--- src/rtl/buyruk_getirme_denetleyici_pkg.sv ---
// Shared definitions for the instruction fetch controller and the core.
// Contents: FSM state type, RV32I opcode/funct3 constants, the default NOP
// instruction (addi x0,x0,0) and a word-alignment helper.
package buyruk_getirme_denetleyici_pkg;

  typedef enum logic [2:0] {
    BOSTA = 3'd0,
    ISTEK = 3'd1,
    BEKLE = 3'd2,
    YURUT = 3'd3,
    HATA  = 3'd4
  } durum_t;

  localparam logic [6:0] OPK_OP_IMM = 7'b0010011;
  localparam logic [6:0] OPK_OP     = 7'b0110011;
  localparam logic [6:0] OPK_LOAD   = 7'b0000011;
  localparam logic [6:0] OPK_STORE  = 7'b0100011;
  localparam logic [6:0] OPK_BRANCH = 7'b1100011;
  localparam logic [6:0] OPK_JAL    = 7'b1101111;

  localparam logic [2:0] F3_ADDI = 3'b000;

  // addi x0,x0,0 == 32'h00000013
  localparam logic [31:0] VARSAYILAN_NOP = {12'h000, 5'd0, F3_ADDI, 5'd0, OPK_OP_IMM};

  function automatic logic hizali(input logic [1:0] adres_lsb);
    return (adres_lsb == 2'b00);
  endfunction

endpackage

--- src/rtl/buyruk_getirme_denetleyici_zaman_asimi_sayaci.sv ---
// Wait-cycle counter for the fetch controller.
// Ports:
//   saat    - clock
//   reset   - asynchronous active-high reset
//   temizle - synchronous clear (priority over say)
//   say     - increment enable
//   doldu   - high while the count equals SINIR-1
module zaman_asimi_sayaci #(
  parameter int unsigned SINIR = 16
) (
  input  logic saat,
  input  logic reset,
  input  logic temizle,
  input  logic say,
  output logic doldu
);

  localparam logic [4:0] SON = 5'(SINIR - 1);

  logic [4:0] r_sayi;

  always_ff @(posedge saat or posedge reset) begin
    if (reset) begin
      r_sayi <= '0;
    end else if (temizle) begin
      r_sayi <= '0;
    end else if (say) begin
      r_sayi <= r_sayi + 5'd1;
    end
  end

  assign doldu = (r_sayi == SON);

endmodule

--- src/rtl/buyruk_getirme_denetleyici.sv ---
// Instruction fetch controller: issues one memory read per instruction,
// waits for the response with a timeout, then presents the instruction to
// the core for exactly one commit cycle.
// Ports:
//   saat, reset          - clock, asynchronous active-high reset
//   calis                - run enable (0 = finish current fetch, then idle)
//   ps                   - program counter from the core
//   istek_gecerli/adres  - memory read request and its latched address
//   istek_hazir          - memory accepts the request
//   yanit_gecerli/veri   - memory read response
//   buyruk               - registered instruction (NOP outside commit cycle)
//   islem_izni           - one-cycle commit strobe
//   hata                 - sticky fault (misaligned ps or timeout)
//   buyruk_sayaci        - committed instruction count (wraps)
module buyruk_getirme_denetleyici
  import buyruk_getirme_denetleyici_pkg::*;
#(
  parameter int unsigned  ZAMAN_ASIMI = 16,
  parameter logic [31:0]  NOP_BUYRUK  = VARSAYILAN_NOP
) (
  input  logic        saat,
  input  logic        reset,
  input  logic        calis,
  input  logic [31:0] ps,
  output logic        istek_gecerli,
  output logic [31:0] istek_adres,
  input  logic        istek_hazir,
  input  logic        yanit_gecerli,
  input  logic [31:0] yanit_veri,
  output logic [31:0] buyruk,
  output logic        islem_izni,
  output logic        hata,
  output logic [31:0] buyruk_sayaci
);

  durum_t      r_durum;
  durum_t      w_sonraki;
  logic [31:0] r_istek_adres;
  logic [31:0] r_buyruk;
  logic [31:0] r_buyruk_sayaci;
  logic        w_doldu;
  logic        w_bekle;

  assign w_bekle = (r_durum == BEKLE);

  // Counter is held clear outside BEKLE, so it reads 0 on the first BEKLE cycle.
  zaman_asimi_sayaci #(
    .SINIR (ZAMAN_ASIMI)
  ) u_zaman_asimi_sayaci (
    .saat    (saat),
    .reset   (reset),
    .temizle (!w_bekle),
    .say     (w_bekle),
    .doldu   (w_doldu)
  );

  always_ff @(posedge saat or posedge reset) begin
    if (reset) begin
      r_durum <= BOSTA;
    end else begin
      r_durum <= w_sonraki;
    end
  end

  always_comb begin
    w_sonraki = r_durum;
    unique case (r_durum)
      // YURUT chains straight into the next fetch decision, no idle cycle.
      BOSTA, YURUT: begin
        if (calis) begin
          w_sonraki = hizali(ps[1:0]) ? ISTEK : HATA;
        end else begin
          w_sonraki = BOSTA;
        end
      end
      ISTEK: begin
        if (istek_hazir) begin
          w_sonraki = BEKLE;
        end
      end
      BEKLE: begin
        // A response arriving on the timeout cycle still wins.
        if (yanit_gecerli) begin
          w_sonraki = YURUT;
        end else if (w_doldu) begin
          w_sonraki = HATA;
        end
      end
      HATA:    w_sonraki = HATA;
      default: w_sonraki = BOSTA;
    endcase
  end

  always_ff @(posedge saat or posedge reset) begin
    if (reset) begin
      r_istek_adres   <= '0;
      r_buyruk        <= NOP_BUYRUK;
      r_buyruk_sayaci <= '0;
    end else begin
      if ((r_durum != ISTEK) && (w_sonraki == ISTEK)) begin
        r_istek_adres <= ps;
      end
      // Data is only taken on the BEKLE->YURUT edge; every other edge reloads NOP.
      if (w_bekle && yanit_gecerli) begin
        r_buyruk <= yanit_veri;
      end else begin
        r_buyruk <= NOP_BUYRUK;
      end
      if (r_durum == YURUT) begin
        r_buyruk_sayaci <= r_buyruk_sayaci + 32'd1;
      end
    end
  end

  assign istek_gecerli = (r_durum == ISTEK);
  assign istek_adres   = r_istek_adres;
  assign buyruk        = r_buyruk;
  assign islem_izni    = (r_durum == YURUT);
  assign hata          = (r_durum == HATA);
  assign buyruk_sayaci = r_buyruk_sayaci;

endmodule

--- config.mk ---
export PLATFORM = sky130hd
export DESIGN_NAME = buyruk_getirme_denetleyici
export DESIGN_NICKNAME = d
export VERILOG_FILES = /design/src/rtl/buyruk_getirme_denetleyici_pkg.sv /design/src/rtl/buyruk_getirme_denetleyici_zaman_asimi_sayaci.sv /design/src/rtl/buyruk_getirme_denetleyici.sv
export SDC_FILE = /design/constraint.sdc
export NUM_CORES = 1
export LEC_CHECK = 0
export ABC_AREA = 1
export BUFFER_PORTS_ARGS = -buffer_cell sky130_fd_sc_hd__buf_2
export CELL_PAD_IN_SITES_DETAIL_PLACEMENT = 1
export CELL_PAD_IN_SITES_GLOBAL_PLACEMENT = 1
export CORE_MARGIN = 3
export CORE_UTILIZATION = 35
export CTS_CLUSTER_DIAMETER = 80
export DETAILED_ROUTE_END_ITERATION = 6
export PLACE_DENSITY = 0.82
export SYNTH_ARGS = -nofsm -noshare
export SYNTH_HDL_FRONTEND = slang
export SYNTH_SLANG_ARGS = --single-unit
--- constraint.sdc ---
create_clock -name saat -period 4.3 [get_ports saat]
set_input_delay 0.86 -clock saat [delete_from_list [all_inputs] [get_ports saat]]
set_output_delay 0.86 -clock saat [all_outputs]
set_load 0.1 [all_outputs]
# == Word-level counts from Yosys, hierarchy flattened ==
# Index checks and enable logic that the tools add are counted.
# totals
reg_bits,104
latch_bits,0
ram_bits,0
rom_bits,0
input_bits,69
output_inout_bits,99
word_cells,27
memories,0
# op_classes
add_sub_neg,2
n_mul,0
n_div,0
magnitude_cmp,0
eq_ne,7
n_shift,0
mux,8
bitwise_logic,0
reduce_logical,5
# ops
op,count
adder 32 x 1 -> 32 bit (second input constant),1
2-to-1 mux 32 bit,1
2-to-1 mux 3 bit,5
case mux 3 bit (4 select lines),1
equality test 3 x 1 -> 1 bit (second input constant),2
equality test 3 x 2 -> 1 bit (second input constant),2
adder 5 x 1 -> 5 bit (second input constant),1
equality test 5 x 4 -> 1 bit (second input constant),1
2-to-1 mux 5 bit,1
equality test 3 bit (second input constant),1
logical NOT 3 bit,1
inequality test 3 x 1 -> 1 bit (second input constant),1
logical AND 1 bit,2
logical NOT 2 bit,1
OR reduction 2 bit,1

# == Depth between registers and ports, before layout ==
# Gate-level depths: netlist of run 1.
# depth
depth_word,6
depth_mapped,9
depth_no_buf,9

# == Modules after synthesis ==
# Synthesis of run 1 repeated with hierarchy kept, for this count alone.
# unflattened
cells_unflattened,499
hier_area_um2,4411.7
# modules_own_cells
module,instances,cells_per_inst,area_per_inst_um2,seq_area_each_um2
buyruk_getirme_denetleyici,1,467,4144.0,2481.1
zaman_asimi_sayaci,1,32,267.8,125.1

# == Worst setup path after synthesis of run 1 ==
# Ideal clock, no wire load.
# synth_path
kind,register to output
start,register r_durum[1]
end,output istek_gecerli
arrival_ps,2610
required_time_ps,3440
setup_slack_ps,830
path_stages_with_launch,2
path_buffers,0
cell_sequence,dfrtp_1 -> nor3_1
# synth_between
elab_chain_len,1
# synth_lines
element,line,text
start: declaration,buyruk_getirme_denetleyici.sv:36,durum_t r_durum;
start signal: assignment,buyruk_getirme_denetleyici.sv:61,r_durum <= w_sonraki;
equality test 3 x 1 -> 1 bit,buyruk_getirme_denetleyici.sv:115,assign istek_gecerli = (r_durum == ISTEK);
end: declaration,buyruk_getirme_denetleyici.sv:25,"output logic istek_gecerli,"
# Every way passes these cells.

# == Worst setup path after layout of run 1 ==
# Ends and elaborated chain as after synthesis.

==> flow_summary.json, run 1 <==
{
  "status": "finished, final reports clean",
  "grt_pass1_wl_um": 21200,
  "crit_buf_inv": 1,
  "wirelength_um": 12400,
  "nNetsFinal": 730,
  "peakVddDrop_uv": 576,
  "syn_nets": 560,
  "hold_path.class": "reg2reg",
  "reg2reg_depth": 5,
  "grt_usage_pct": 18.8,
  "crit-reg2reg-launch": "r_durum[2]",
  "startpoint": "r_durum[1]",
  "hold_ws_ps": 481,
  "final.period_utilization_pct": 58.6,
  "fmax_mhz": 397,
  "synth_common_cells": "nand2_1, dfrtp_1, inv_1",
  "drt-initial-drc-count": 156,
  "drtAntennaViolNets": 0,
  "setup_slack_ps": 1780,
  "cts_setup_buffers": 0,
  "cts_resized": 0,
  "r2r-end": "r_durum[1]",
  "fin_skew_ps": 8.53,
  "clkSinkCount": 104,
  "cp.depth": 2,
  "antenna_found_initial": 0,
  "place.gp.congestion": 0.810,
  "htreeDepth": 3,
  "post_drt_wl_per_cell_um": 14.9,
  "core_um2": 12100,
  "die_w_um": 118,
  "clk-insertion-delay-late_ps": 350,
  "netlist.area_leader.share_pct": 58.0,
  "ys.flop_type": "dfrtp_1",
  "syn_area_per_cell_um2": 8.93,
  "p_leak_nw": 3.26,
  "synth-warning-count": 0,
  "worstSetupPathType": "reg2out",
  "fp.dieH_um": 118,
  "startpoint_type": "flop",
  "worst_slew_pin_slew_ps": 1090,
  "yosysTopAreaCell": "dfrtp_1",
  "cp_slowest_cell": "buf_2",
  "synth_seq_cells": 104,
  "rsz0062_at_grt": "false",
  "fin_area_um2": 5650,
  "syn_area_um2": 4360,
  "place_hpwl_um": 9360,
  "io_pins": 168,
  "hold_viol_final": 0,
  "worstPathCellList": "nor3_1 > buf_2",
  "holdBufCountCts": 0,
  "synth_edf_count": 0,
  "relSlewSlack_pct": 27.1,
  "cts.clk_slew.worst_paths_ps": 80,
  "vias": 3849,
  "synth.area.top_cells": "dfrtp_1, nand2_1, inv_1, nor2_1, nand3_1",
  "diodes": 0,
  "drv_cap": 0,
  "setup_tns_ps": 0,
  "finalSetupViolCount": 0,
  "overflow": 0,
  "reg2reg_slack_ps": 2260,
  "dieArea_um2": 13800,
  "endpoint_kind": "output pin",
  "area_growth_syn_to_layout_pct": 29.6,
  "synth_cell_types": 30,
  "p_per_area_nw_per_um2": 636,
  "yosysMostFrequentCell": "nand2_1",
  "drtPass1Iterations": 4,
  "grt_max_degree": 87,
  "crit_end": "istek_gecerli",
  "place_area_um2": 5360,
  "grt_pass1_vias": 4282,
  "cts_made_buffers": 9,
  "cp_max_fo": 6,
  "rows": 40,
  "clockRootBuffer": "clkbuf_16",
  "drc": 0,
  "finalMaxSlewViolations": 0,
  "synth-async-reset-ratio_pct": 100,
  "clockBufferDepth": 2,
  "crit_family": "buffers and inverters",
  "drive_above_1_share_pct": 31.2,
  "cts_tree": "yes",
  "portBuffers": 167,
  "initial_core_util_pct": 36.0,
  "required_ps": 3440,
  "finish.utilization_pct": 46.6,
  "cpPeakStageDelay_ps": 500,
  "syn_inst": 488,
  "viasPerCell": 4.63,
  "synth-seq-area-share_pct": 59.8,
  "worstPathArrival_ps": 1660,
  "period_minus_slack_ps": 2520,
  "dp_slack_ps": 1860
}
[kinds of logic after synthesis]
logic type | count (synthesis) | synth area share (%)
AOI/OAI and AO/OA | 9 | 1.21
adders and majority gates | 3 | 0.861
and+or+nand+nor | 275 | 27.2
buffers and inverters | 80 | 7.49
xor gates and xnor gates | 17 | 3.42
DFF | 104 | 59.8
[final cells by class]
class,count,area [µm²]
flip-flops and latches,104,2610
well taps,168,210
repair buffers,169,851
multi-input cells,304,1430
inverters,70,265
fillers,1507,6460
clock buffers,9,225
clock inverters,7,63.8
[stage by stage]
stage | cells | power (mW)
final | 831 | 3.59
after floorplan | 488 | 2.53
after global routing | 831 | 3.75
after CTS | 831 | 3.64
after global placement | 815 | 2.79
after detailed placement | 815 | 2.82
[registers in the layout (all words and copies together) (netlist names)]
register	flops
buyruk_sayaci	32
buyruk	32
u_zaman_asimi_sayaci.r_sayi	5
r_durum	3
istek_adres	32
[layer usage]
| metal | track usage, % | share of wire [%] |
|---|---|---|
| met5 | 0 | 0 |
| met4 | 4.84 | 1.2 |
| met2 | 33.0 | 50 |
| met3 | 7.64 | 8.2 |
| met1 | 21.1 | 40 |
[worst reg2reg max path: stages, from the launching register on]
cell	delay [ps]
dfrtp_1	430
inv_1	110
nand3_1	220
nor2_1	70
inv_1	740
o311ai_0	290
[power by group]
part | internal, mW | leakage, nW | switching [mW]
clock network | 0.404 | 0.140 | 0.395
registers | 1.13 | 1.39 | 0.0995
logic | 0.202 | 1.73 | 1.36
total | 1.74 | 3.26 | 1.86
[layout by cell type (no fill, tap or decap)]
master and n:
nand2_2 1, inv_2 1, buf_2 167, dfstp_2 3, a31oi_1 1, o21ai_0 3, nand3b_1 2, nor3_1 7
clkinvlp_4 1, clkinv_2 1, nor2_1 63, a21oi_1 2, inv_1 68, buf_4 2, nand4_1 12, clkbuf_16 9
o311ai_0 1, ha_1 3, and2_1 1, o211ai_1 1, dfrtp_1 101, nand3_2 3, inv_4 1, nand3_1 19
nor3_2 2, or2_2 4, nand2_1 154, nor2_2 4, xnor2_1 7, o21ai_1 1, nand3_4 1, xor2_1 10
nor2_4 2, clkinv_8 1, inv_6 3, clkinv_4 1
[how the worst min path moves through the flow]
stage                                         startpoint                        endpoint  slack [ps]  cells past startpoint
after global routing                     istek_adres[20]                 istek_adres[20]         510                      2
after floorplan           u_zaman_asimi_sayaci.r_sayi[0]  u_zaman_asimi_sayaci.r_sayi[0]         430                      1
final                                     istek_adres[5]                  istek_adres[5]         480                      2
after CTS                                istek_adres[20]                 istek_adres[20]         490                      2
after detailed placement  u_zaman_asimi_sayaci.r_sayi[0]  u_zaman_asimi_sayaci.r_sayi[0]         460                      1
after global placement    u_zaman_asimi_sayaci.r_sayi[0]  u_zaman_asimi_sayaci.r_sayi[0]         450                      1
Power figures use the tool's default switching activity.
==> run 2, diff against run 1 <==
- clock period: 4.3 -> 2.45 ns (I/O delays scaled with it)
==> run 2 against run 1 <==
Total power rose by 77%; first-iteration DRC count is 9.6% lower; register-to-register slack worse by 1700 ps; critical path type unchanged; largest cell class unchanged.
==> flow_summary.json, run 2 (synthesized netlist as in run 1, its figures left out) <==
{
  "reg2reg_slack_ps": 580,
  "final_common_cell": "buf_2",
  "die_w_um": 118,
  "diodes": 0,
  "grt_max_degree": 105,
  "cts_setup_buffers": 0,
  "core_um2": 12100,
  "p_per_area_nw_per_um2": 1120,
  "r2r-end": "buyruk[15]",
  "setup_tns_ps": 0,
  "post_drt_wl_per_cell_um": 14.3,
  "place_area_um2": 5390,
  "fp.dieH_um": 118,
  "dieArea_um2": 13800,
  "grt_pass1_wl_um": 19900,
  "cts_resized": 0,
  "final.period_utilization_pct": 86.4,
  "grt_pass1_vias": 4172,
  "relSlewSlack_pct": 49.9,
  "vias": 3761,
  "initial_core_util_pct": 36.0,
  "holdBufCountCts": 0,
  "area_growth_syn_to_layout_pct": 30.3,
  "place.gp.congestion": 0.786,
  "drc": 0,
  "cts.clk_slew.worst_paths_ps": 60,
  "grt_usage_pct": 17.7,
  "required_ps": 1960,
  "clockRootBuffer": "clkbuf_16",
  "worstSetupPathType": "reg2out",
  "p_comb_share_pct": 43.4,
  "cts_made_buffers": 9,
  "startpoint_type": "flop",
  "clockPowerShare_pct": 22.6,
  "clk-insertion-delay-late_ps": 350,
  "drt-initial-drc-count": 141,
  "worstPathArrival_ps": 1630,
  "p_int_mw": 3.16,
  "io_pins": 168,
  "rsz0062_at_grt": "false",
  "finalSetupViolCount": 0,
  "wirelength_um": 11900,
  "fin_area_um2": 5680,
  "nNetsFinal": 731,
  "antenna_found_initial": 0,
  "drive_above_1_share_pct": 31.0,
  "finalMaxSlewViolations": 0,
  "p_leak_nw": 3.27,
  "clkSinkCount": 104,
  "drtAntennaViolNets": 0,
  "fin_skew_ps": 7.66,
  "htreeDepth": 3,
  "drtPass1Iterations": 4,
  "drv_cap": 0,
  "period_minus_slack_ps": 2120,
  "overflow": 0,
  "seqPwrFrac_pct": 34.0,
  "worst_slew_pin_slew_ps": 751,
  "cp_max_fo": 7,
  "cts_tree": "yes",
  "swShare_pct": 50.1,
  "endpoint_kind": "output pin",
  "p_switching_mw": 3.18,
  "viasPerCell": 4.52,
  "status": "finished, final reports clean",
  "final_cell_mix": "buf_2, nand2_1, dfrtp_1",
  "fmax_mhz": 473,
  "rows": 40,
  "peakVddDrop_uv": 654,
  "hold_viol_final": 0,
  "hold_path.class": "in2async",
  "clockBufferDepth": 2,
  "portBuffers": 167,
  "crit-reg2reg-launch": "r_durum[2]",
  "reg2reg_depth": 6,
  "place_hpwl_um": 9130
}
[run 2: cell types whose count changed in the layout (fill, tap and decap cells not counted), sizes merged]
cell,previous run,this run
clkinvlp,1,2
clkbuf,9,13
bufinv,0,1
clkinv,3,1
inv,73,69
buf,169,170
[run 2: final cells by class]
class / count / area (µm²)
timing repair buffer: 170 / 871
clock inverter: 3 / 42.5
tap: 168 / 210
fill: 1499 / 6430
clock buffer: 13 / 250
inverter: 70 / 267
multi-input combinational: 304 / 1430
sequential: 104 / 2610
[run 2: routing by layer]
layer,vias up,routed length [µm],track usage [%]
li1,1821,-,-
met1,1792,4760,20.3
met2,133,5730,29.8
met3,15,1220,7.50
met4,0,203,6.37
met5,-,0,0
[run 2: power groups by stage]
stage,logic [mW],registers [mW],clock network (mW)
floorplan,0.390,4.05,0
global placement,2.74,2.17,0
detailed placement,2.77,2.18,0
CTS,2.78,2.16,1.48
global route,2.87,2.19,1.55
finish,2.75,2.16,1.43
[run 2: how the worst max path moves through the flow]
stage                     from    endpoint  slack, ps  depth (start not counted)
floorplan           r_durum[1]        hata        100                          3
global placement    r_durum[2]  buyruk[18]        630                          6
detailed placement  r_durum[2]  buyruk[17]        520                          6
CTS                 r_durum[1]  islem_izni        300                          3
global route        r_durum[1]        hata        230                          4
finish              r_durum[1]  islem_izni        330                          3
[run 2: worst max-delay path: stages (launching register included)]
cell and delay (ps):
dfrtp_1 470, nand2_2 100, nor2_4 220, buf_2 480
[run 2: through the flow]
step	setup slack, ps	hold slack [ps]	std cells	power (mW)	util [%]
3_3_place_gp	630	446	816	4.91	44.5
2_1_floorplan	98.0	432	488	4.44	-
6_report	334	268	832	6.34	46.9
4_1_cts	297	316	832	6.42	46.9
3_5_place_dp	520	455	816	4.96	44.5
5_1_grt	230	317	832	6.61	46.9
==> run 3, diff against run 2 <==
--- a/config.mk
+++ b/config.mk
@@ -16,2 +16,3 @@
 export PLACE_DENSITY = 0.82
+export SLEW_MARGIN = 25
 export SYNTH_ARGS = -nofsm -noshare
--- a/constraint.sdc
+++ b/constraint.sdc
@@ -3,2 +3,2 @@
 set_output_delay 0.49 -clock saat [all_outputs]
-set_load 0.1 [all_outputs]
+set_load 0.05 [all_outputs]
==> run 3 against run 2 <==
Cell count unchanged; setup slack improved by 130 ps; routed wire length increased by 1.1%; highest routed layer unchanged.
==> flow_summary.json, run 3 (synthesized netlist as in run 1, its figures left out) <==
{
  "period_minus_slack_ps": 1980,
  "place.gp.congestion": 0.801,
  "holdBufCountCts": 0,
  "worstSetupPathType": "reg2out",
  "clkSinkCount": 104,
  "hold_viol_final": 0,
  "clockRootBuffer": "clkbuf_16",
  "startpoint": "r_durum[2]",
  "required_ps": 1960,
  "final_cell_mix": "buf_2, nand2_1, dfrtp_1",
  "setup_slack_ps": 466,
  "htreeDepth": 3,
  "dieArea_um2": 13800,
  "grt_pass1_vias": 4138,
  "worstPathCellList": "nor3_1 > buf_2",
  "fill_cells": 1516,
  "portBuffers": 167,
  "io_pins": 168,
  "cts.clk_slew.worst_paths_ps": 70,
  "finalMaxSlewViolations": 0,
  "finalSetupViolCount": 0,
  "multi_input_area_um2": 1430,
  "antenna_found_initial": 0,
  "overflow": 0,
  "hold_path.class": "in2async",
  "drt-initial-drc-count": 151,
  "wirelength_um": 12000,
  "status": "finished, final reports clean",
  "die_w_um": 118,
  "peakVddDrop_uv": 494,
  "rows": 40,
  "fp.dieH_um": 118,
  "viasPerCell": 4.52,
  "cts_resized": 0,
  "worst_slew_pin_slew_ps": 771,
  "initial_core_util_pct": 36.0,
  "vias": 3760,
  "final.period_utilization_pct": 81.0,
  "dp_slack_ps": 502,
  "drc": 0,
  "use_met3_pct": 6.58,
  "crit-reg2reg-launch": "r_durum[2]",
  "grt_busiest_layer": "met2",
  "grt_use_met1_pct": 20.8,
  "clockBufferDepth": 2,
  "drtAntennaViolNets": 0,
  "grt_usage_pct": 18.1,
  "grtUsageMet2_pct": 30.9,
  "diodes": 0,
  "endpoint_kind": "output pin",
  "core_um2": 12100,
  "place_hpwl_um": 9100,
  "cts_made_buffers": 9,
  "relSlewSlack_pct": 48.5,
  "clk-insertion-delay-late_ps": 350,
  "cpPeakStageDelay_ps": 440,
  "fin_skew_ps": 5.53,
  "startpoint_type": "flop",
  "cp_max_fo": 4,
  "area_growth_syn_to_layout_pct": 30.9,
  "grt_pass1_wl_um": 20400,
  "fmax_mhz": 504,
  "drtPass1Iterations": 4,
  "setup_tns_ps": 0,
  "cts_tree": "yes",
  "cts_setup_buffers": 0,
  "drv_cap": 0,
  "post_drt_wl_per_cell_um": 14.5,
  "fin_area_um2": 5710,
  "rsz0062_at_grt": "false",
  "p_per_area_nw_per_um2": 955,
  "final_common_cell": "buf_2",
  "p_leak_nw": 3.28,
  "place_area_um2": 5380,
  "grt_max_degree": 105,
  "cp_slowest_cell": "dfrtp_1",
  "seq_area_um2": 2610,
  "drive_above_1_share_pct": 31.3,
  "worstPathArrival_ps": 1490,
  "nNetsFinal": 731
}
## run 3: stage by stage
stage                     hold slack [ps]  power, mW  utilization, %  instances
after floorplan                       432       3.42               -        488
after global placement                445       3.86            44.4        816
after detailed placement              460       3.91            44.4        816
after CTS                             313       5.52            47.1        832
after global routing                  323       5.71            47.1        832
final                                 287       5.45            47.1        832
## run 3: path summary, 6_finish.rpt
check                      slack [ps]                             end  cells past startpoint
max                               470                   istek_gecerli                      2
min                               290                buyruk_sayaci[5]                      3
max reg2reg                       560                      r_durum[1]                      5
min reg2reg                       470  u_zaman_asimi_sayaci.r_sayi[0]                      1
max in group asynchronous        1720               buyruk_sayaci[29]                      3
min in group saat                 330                 istek_adres[16]                      3
## run 3: where the power goes
group | internal, mW | switching (mW)
logic | 0.361 | 1.34
clock network | 0.907 | 0.689
registers | 1.98 | 0.167
total | 3.25 | 2.20
## run 3: layer usage
layer	up-vias	share of wire, %
li1	1821	-
met4	0	1.8
met2	125	49
met5	-	0
met3	16	8.7
met1	1798	40
## run 3: area by class of cell
type | count | share of cell area [%]
Clock inverter | 7 | 1.78
Clock buffer | 9 | 3.95
Sequential cell | 104 | 45.7
Multi-Input combinational cell | 304 | 25.0
Tap cell | 168 | 3.68
Inverter | 70 | 4.67
Timing Repair Buffer | 170 | 15.3
## run 3: critical path: cells and delay by family (launching register included)
| family | cells | cell delay (ps) |
|---|---|---|
| simple gates | 1 | 360 |
| buf+inv | 1 | 350 |
| flops | 1 | 440 |
